[config.mk]
export PLATFORM = sky130hd
export DESIGN_NAME = serial_in
export DESIGN_NICKNAME = d
export VERILOG_FILES = /design/src/rtl/serial_in.sv
export SDC_FILE = /design/constraint.sdc
export NUM_CORES = 1
export LEC_CHECK = 0
export CAP_MARGIN = 10
export CELL_PAD_IN_SITES_DETAIL_PLACEMENT = 0
export CELL_PAD_IN_SITES_GLOBAL_PLACEMENT = 1
export CORE_MARGIN = 1
export CORE_UTILIZATION = 25
export CTS_CLUSTER_DIAMETER = 100
export DETAILED_ROUTE_END_ITERATION = 16
export PLACE_DENSITY_LB_ADDON = 0.1
export SLEW_MARGIN = 40
export SYNTH_ARGS = -nofsm -noshare
export SYNTH_HDL_FRONTEND = slang
export SYNTH_SLANG_ARGS = --single-unit
[constraint.sdc]
create_clock -name clk -period 3.65 [get_ports clk]
set_clock_uncertainty 0.05 [all_clocks]
set_input_delay 0.73 -clock clk [delete_from_list [all_inputs] [get_ports clk]]
set_output_delay 0.73 -clock clk [all_outputs]
set_load 0.05 [all_outputs]
[src/rtl/serial_in.sv]
// serial_in: receive side of the dual-frequency serial link; LSB-first, mid-window sampling.
// Define SERIAL_IN_GLITCH_CHECK_EN for 3-sample majority voting with a sticky o_err flag.
module serial_in #(
  parameter int DATA_BIT    = 32,
  parameter int LOW_FREQ    = 9,
  parameter int HIGH_FREQ   = 3,
  parameter int SYNC_STAGES = 2,
  parameter int ALIGN_DLY   = 3,
  parameter int FRAME_GAP   = 1
) (
  input  logic                clk,
  input  logic                rst_n,
  input  logic                i_start,
  input  logic                i_stop,
  input  logic                i_mode,
  input  logic [DATA_BIT-1:0] i_freq_pattern,
  input  logic                i_serial_in,
  output logic [DATA_BIT-1:0] o_data,
  output logic                o_valid,
  output logic                o_bit_tick,
  output logic                o_busy,
  output logic                o_err
);

  localparam int IDX_W = $clog2(DATA_BIT) + 1;
  localparam logic [7:0] LOW_P     = 8'(LOW_FREQ);
  localparam logic [7:0] HIGH_P    = 8'(HIGH_FREQ);
  localparam logic [7:0] ALIGN_CNT = 8'(ALIGN_DLY - 1);
  localparam logic [7:0] GAP_CNT   = 8'(FRAME_GAP - 1);
  localparam logic [IDX_W-1:0] LAST_IDX = IDX_W'(DATA_BIT - 1);

  typedef enum logic [1:0] {S_IDLE, S_ALIGN, S_RECV, S_DONE} state_t;

  state_t              state, state_d;
  logic [SYNC_STAGES-1:0] sync;
  logic                line;
  logic                mode_r;
  logic [DATA_BIT-1:0] freq_buf, shift_buf;
  logic [7:0]          count, count_d;
  logic [IDX_W-1:0]    idx, idx_d;
  logic                load, sample_en, valid_d, bit_val;
  logic [7:0]          cur_p, nxt_p, p0_buf, p0_new, off, half, take_off;

  assign line   = sync[SYNC_STAGES-1];
  assign cur_p  = freq_buf[idx[IDX_W-2:0]] ? HIGH_P : LOW_P;
  assign nxt_p  = freq_buf[idx[IDX_W-2:0] + (IDX_W-1)'(1)] ? HIGH_P : LOW_P;
  assign p0_buf = freq_buf[0] ? HIGH_P : LOW_P;
  assign p0_new = i_freq_pattern[0] ? HIGH_P : LOW_P;
  // count runs P-1..0, so the position inside the bit window is P-1-count
  assign off    = cur_p - 8'd1 - count;
  assign half   = cur_p >> 1;

`ifdef SERIAL_IN_GLITCH_CHECK_EN
  logic [7:0] off_lo, off_hi;
  logic       s0_r, s1_r, err_flag, v_lo, v_mid, glitch;

  assign off_lo   = half - 8'd1;
  assign off_hi   = (half + 8'd1 > cur_p - 8'd1) ? cur_p - 8'd1 : half + 8'd1;
  assign take_off = off_hi;
  // Vote is resolved at the latest offset; clamped offsets collapse onto the live sample
  assign v_lo     = (off_lo == off_hi) ? line : s0_r;
  assign v_mid    = (half == off_hi) ? line : s1_r;
  assign bit_val  = (v_lo & v_mid) | (v_lo & line) | (v_mid & line);
  assign glitch   = (v_lo != v_mid) || (v_mid != line);

  always_ff @(posedge clk or negedge rst_n) begin
    if (!rst_n) begin
      s0_r     <= 1'b0;
      s1_r     <= 1'b0;
      err_flag <= 1'b0;
      o_err    <= 1'b0;
    end else begin
      if (state == S_RECV && off == off_lo) s0_r <= line;
      if (state == S_RECV && off == half)   s1_r <= line;
      if (load)                       err_flag <= 1'b0;
      else if (sample_en && glitch)   err_flag <= 1'b1;
      if (valid_d) o_err <= err_flag;
    end
  end
`else
  assign take_off = half;
  assign bit_val  = line;
  assign o_err    = 1'b0;
`endif

  always_comb begin
    state_d   = state;
    count_d   = count;
    idx_d     = idx;
    load      = 1'b0;
    sample_en = 1'b0;
    valid_d   = 1'b0;
    if (i_stop) begin
      state_d = S_IDLE;
    end else if (i_start) begin
      load  = 1'b1;
      idx_d = '0;
      if (ALIGN_DLY == 0) begin
        state_d = S_RECV;
        count_d = p0_new - 8'd1;
      end else begin
        state_d = S_ALIGN;
        count_d = ALIGN_CNT;
      end
    end else begin
      case (state)
        S_ALIGN: begin
          if (count == '0) begin
            state_d = S_RECV;
            idx_d   = '0;
            count_d = p0_buf - 8'd1;
          end else begin
            count_d = count - 8'd1;
          end
        end
        S_RECV: begin
          sample_en = (off == take_off);
          if (count == '0) begin
            if (idx == LAST_IDX) begin
              state_d = S_DONE;
            end else begin
              idx_d   = idx + IDX_W'(1);
              count_d = nxt_p - 8'd1;
            end
          end else begin
            count_d = count - 8'd1;
          end
        end
        S_DONE: begin
          valid_d = 1'b1;
          idx_d   = '0;
          if (!mode_r) begin
            state_d = S_IDLE;
          end else if (FRAME_GAP == 0) begin
            state_d = S_RECV;
            count_d = p0_buf - 8'd1;
          end else begin
            state_d = S_ALIGN;
            count_d = GAP_CNT;
          end
        end
        default: state_d = state;
      endcase
    end
  end

  always_ff @(posedge clk or negedge rst_n) begin
    if (!rst_n) begin
      state      <= S_IDLE;
      sync       <= '0;
      mode_r     <= 1'b0;
      freq_buf   <= '0;
      shift_buf  <= '0;
      count      <= '0;
      idx        <= '0;
      o_data     <= '0;
      o_valid    <= 1'b0;
      o_bit_tick <= 1'b0;
      o_busy     <= 1'b0;
    end else begin
      sync       <= (sync << 1) | SYNC_STAGES'(i_serial_in);
      state      <= state_d;
      count      <= count_d;
      idx        <= idx_d;
      o_busy     <= (state_d != S_IDLE);
      o_valid    <= valid_d;
      o_bit_tick <= sample_en;
      if (load) begin
        mode_r    <= i_mode;
        freq_buf  <= i_freq_pattern;
        shift_buf <= '0;
      end else if (sample_en) begin
        shift_buf[idx[IDX_W-2:0]] <= bit_val;
      end
      if (valid_d) o_data <= shift_buf;
    end
  end

endmodule

==> summary.md <==
| Metric | Value |
|---|---|
| Hold WC Path Type | in -> async |
| CTS root buffer | clkbuf_16 |
| Pins Over Slew Limit | 0 |
| CTS tree | done |
| CP endpoint kind | flip-flop |
| Cell count of the worst reg-to-reg path | 14 |
| Num Clock Sinks | ~120 |
| Initial antenna violation count | 0 |
| # setup viols final | 0 |
| Post-Syn Instances | roughly 640 |
| CTS Buffer Depth | 2 |
| Crit path time final | 3547 ps |
| Crit Path Max Fanout | 7 |
| Most common cell after layout, fill and taps aside | dfrtp_1 |
| RD Place Congestion | 0.7693 |
| Initial drt markers | approximately 250 |
| Total gr overflow | 0 |
| RSZ-0062 raised after global routing | true |
| Initial core utilization | 0.2546 |
| DRC errors left | 0 |
| Asr flop ratio synth | 1.000 |
| Register-to-register setup slack | 100 ps |
| Design area | 9112 sq um |
| Peak supply drop | approximately 0.00028 V |
| Max H-tree Level | 4 |
| Placed wire-length estimate | ~12000 um |
| Die width | 167.4 um |
| Fillers | between 2000 and 3000 |
| Max-cap viol count | 0 |
| R2R Path End | shift_buf[13] |
| Most frequent cells in the layout | dfrtp_1, nand2_1, clkdlybuf4s50_1, mux2i_1, mux2_2 |
| Design Power | about 0.0049 W |
| Cts bufs inserted | 17 |
| Worst path required time | between 3000 and 4000 ps |
| Non-Filler Instances | 1063 |
| Final hold vios | 0 |
| Number of synthesized register bits | ~120 |
| Layout Nets | 761 |
| Vias in the first global route | 5379 |
| Via count | around 5300 |
| Antenna Cells | 0 |
| Syn Area/Cell | around 11 sq um |
| Die height | between 150 and 200 um |
| Final wirelength | approximately 19000 um |
| Post-synth EDFFs | 0 |
| Min Hold Slack | approximately 120 ps |
| Buffers on Ports | 72 |
| Skew-Pair Late Insertion Delay | roughly 420 ps |
| Worst slew pin tran | between 500 and 600 ps |
| Fraction of layout cells with a size suffix above 1 | 0.2992 |
| Crit start category | flip-flop |
| Vias/cell | 5.017 |
| Status | complete, no violations |
| Synth-to-layout area growth | 33.17% |
| Hold Buf Count CTS | 0 |
| Net Count, Synth | a little under 700 |
| Ports | 74 |
| Core area | around 27000 sq um |
| Register area share after synthesis | 0.4315 |
| DRT antenna net count | 0 |
| Area after DPL | around 8000 sq um |
| Global-route wire length before repair | roughly 30000 um |
| Pin count of the biggest net entering global routing | 66 |
| CTS clk-pin slew, worst paths | about 60 ps |
| DIE AREA | ~28000 sq um |
| Total GRT Usage | 0.1351 |
| WL/cell | roughly 18 um |
| First drt pass iteration count | 4 |
| Worst R2R Start | idx[1] |
| CP arrival | about 3800 ps |
| Leakage | between 3 and 4 nW |
| Slew HR | 0.6018 |
| Rows | 60 |
| Yosys cell types | 56 |
| Maximum clock frequency | roughly 280 MHz |
| Synthesized area | around 6800 sq um |
| Power Density | roughly 540 nW/um^2 |
| YS warnings | 0 |
| Crit share post-route | 0.9717 |
| Final Util | 0.3391 |
| Critical Setup Path Class | reg -> reg |
| Post-placement cell count | ~1000 |
| Synth Flop Type | dfrtp_1 |
==> worst max-delay path, stage by stage (launching register included) <==
cell      delay (ps)
dfrtp_2          420
buf_6            120
mux4_2           490
mux2_4           270
nand2_1           70
nor3b_4          230
inv_2             70
ha_1             260
nor2b_1          140
o21bai_2         200
buf_6            150
mux2_4           360
nor4_1           300
mux2i_1          150
mux2i_1          150
==> worst max-delay path by stage <==
stage                start             to  slack [ps]  cells after the start
global placement    idx[1]  shift_buf[31]        -110                     12
finish              idx[1]  shift_buf[13]         100                     14
CTS                 idx[1]  shift_buf[31]           5                     12
detailed placement  idx[1]  shift_buf[30]        -160                     13
global route        idx[1]  shift_buf[18]         -50                     14
floorplan           idx[1]  shift_buf[31]          10                     16
==> synth_stat cells, types with 10 or more instances <==
cell type | count | area (sq um)
inv_1 | 10 | 37.54
dfrtp_1 | 118 | 2953
mux2_2 | 68 | 765.7
clkbuf_1 | 45 | 168.9
nand2_1 | 86 | 322.8
ha_1 | 13 | 162.7
nand2b_1 | 10 | 62.56
mux4_2 | 10 | 225.2
o21ai_0 | 18 | 90.09
nor2_1 | 18 | 67.56
mux2i_1 | 68 | 680.7
nor4_1 | 67 | 419.2
==> per-layer routing <==
metal  global-route usage  wire length [um]  up-vias
met5                    0                 0        -
met4              0.03710               206        0
met3              0.02647               689       13
met2               0.2156              8714      119
met1               0.1855              9085     2703
li1                     -                 -     2498
==> registers in the layout, indices dropped and copies added (netlist names) <==
register    flops
o_bit_tick      1
o_valid         1
o_busy          1
o_data         32
count           8
idx             6
sync            2
freq_buf       32
state           2
mode_r          1
shift_buf      32
==> logic make-up (layout without fill, tap and decap cells) <==
| family | count (synthesis) | count (layout) | synth area share |
|---|---|---|---|
| xor+xnor | 2 | 2 | 0.002560 |
| mux | 151 | 154 | 0.2635 |
| fa+ha+maj | 14 | 14 | 0.02670 |
| buf+inv | 70 | 153 | 0.04919 |
| flops | 118 | 118 | 0.4315 |
| other cells | 1 | 1 | 0.0005480 |
| simple gates | 220 | 220 | 0.1660 |
| compound gates | 60 | 60 | 0.05998 |
==> where the power goes <==
part | switching, W | internal [W]
Combinational | 0.00100 | 0.000613
Sequential | 0.000114 | 0.00141
Clock | 0.000670 | 0.00110
==> timing repair <==
action,in CTS,in global routing
pin swaps,2,12
gates resized for setup,7,61
cloned,2,3
setup buffers,0,5
endpoints found under the setup margin,32,33
==> through the flow <==
step	worst slack, ps	TNS [ps]
after floorplan	13.60	0
after global placement	-105.1	-1185
after detailed placement	-164.4	-2901
after CTS	4.568	0
after global routing	-52.49	-513.0
final	103.3	0
==> final cells by class <==
type / count / area [sq um] / area share
clock inverter: 14 / 176.4 / 0.01936
clock buffer: 18 / 439.2 / 0.04819
inverter: 11 / 41.29 / 0.004531
sequential: 118 / 2955 / 0.3243
tap: 341 / 426.7 / 0.04682
timing repair buffer: 110 / 1129 / 0.1238
multi-input combinational: 451 / 3945 / 0.4329
Note: power is estimated with default switching activity, not from simulation.
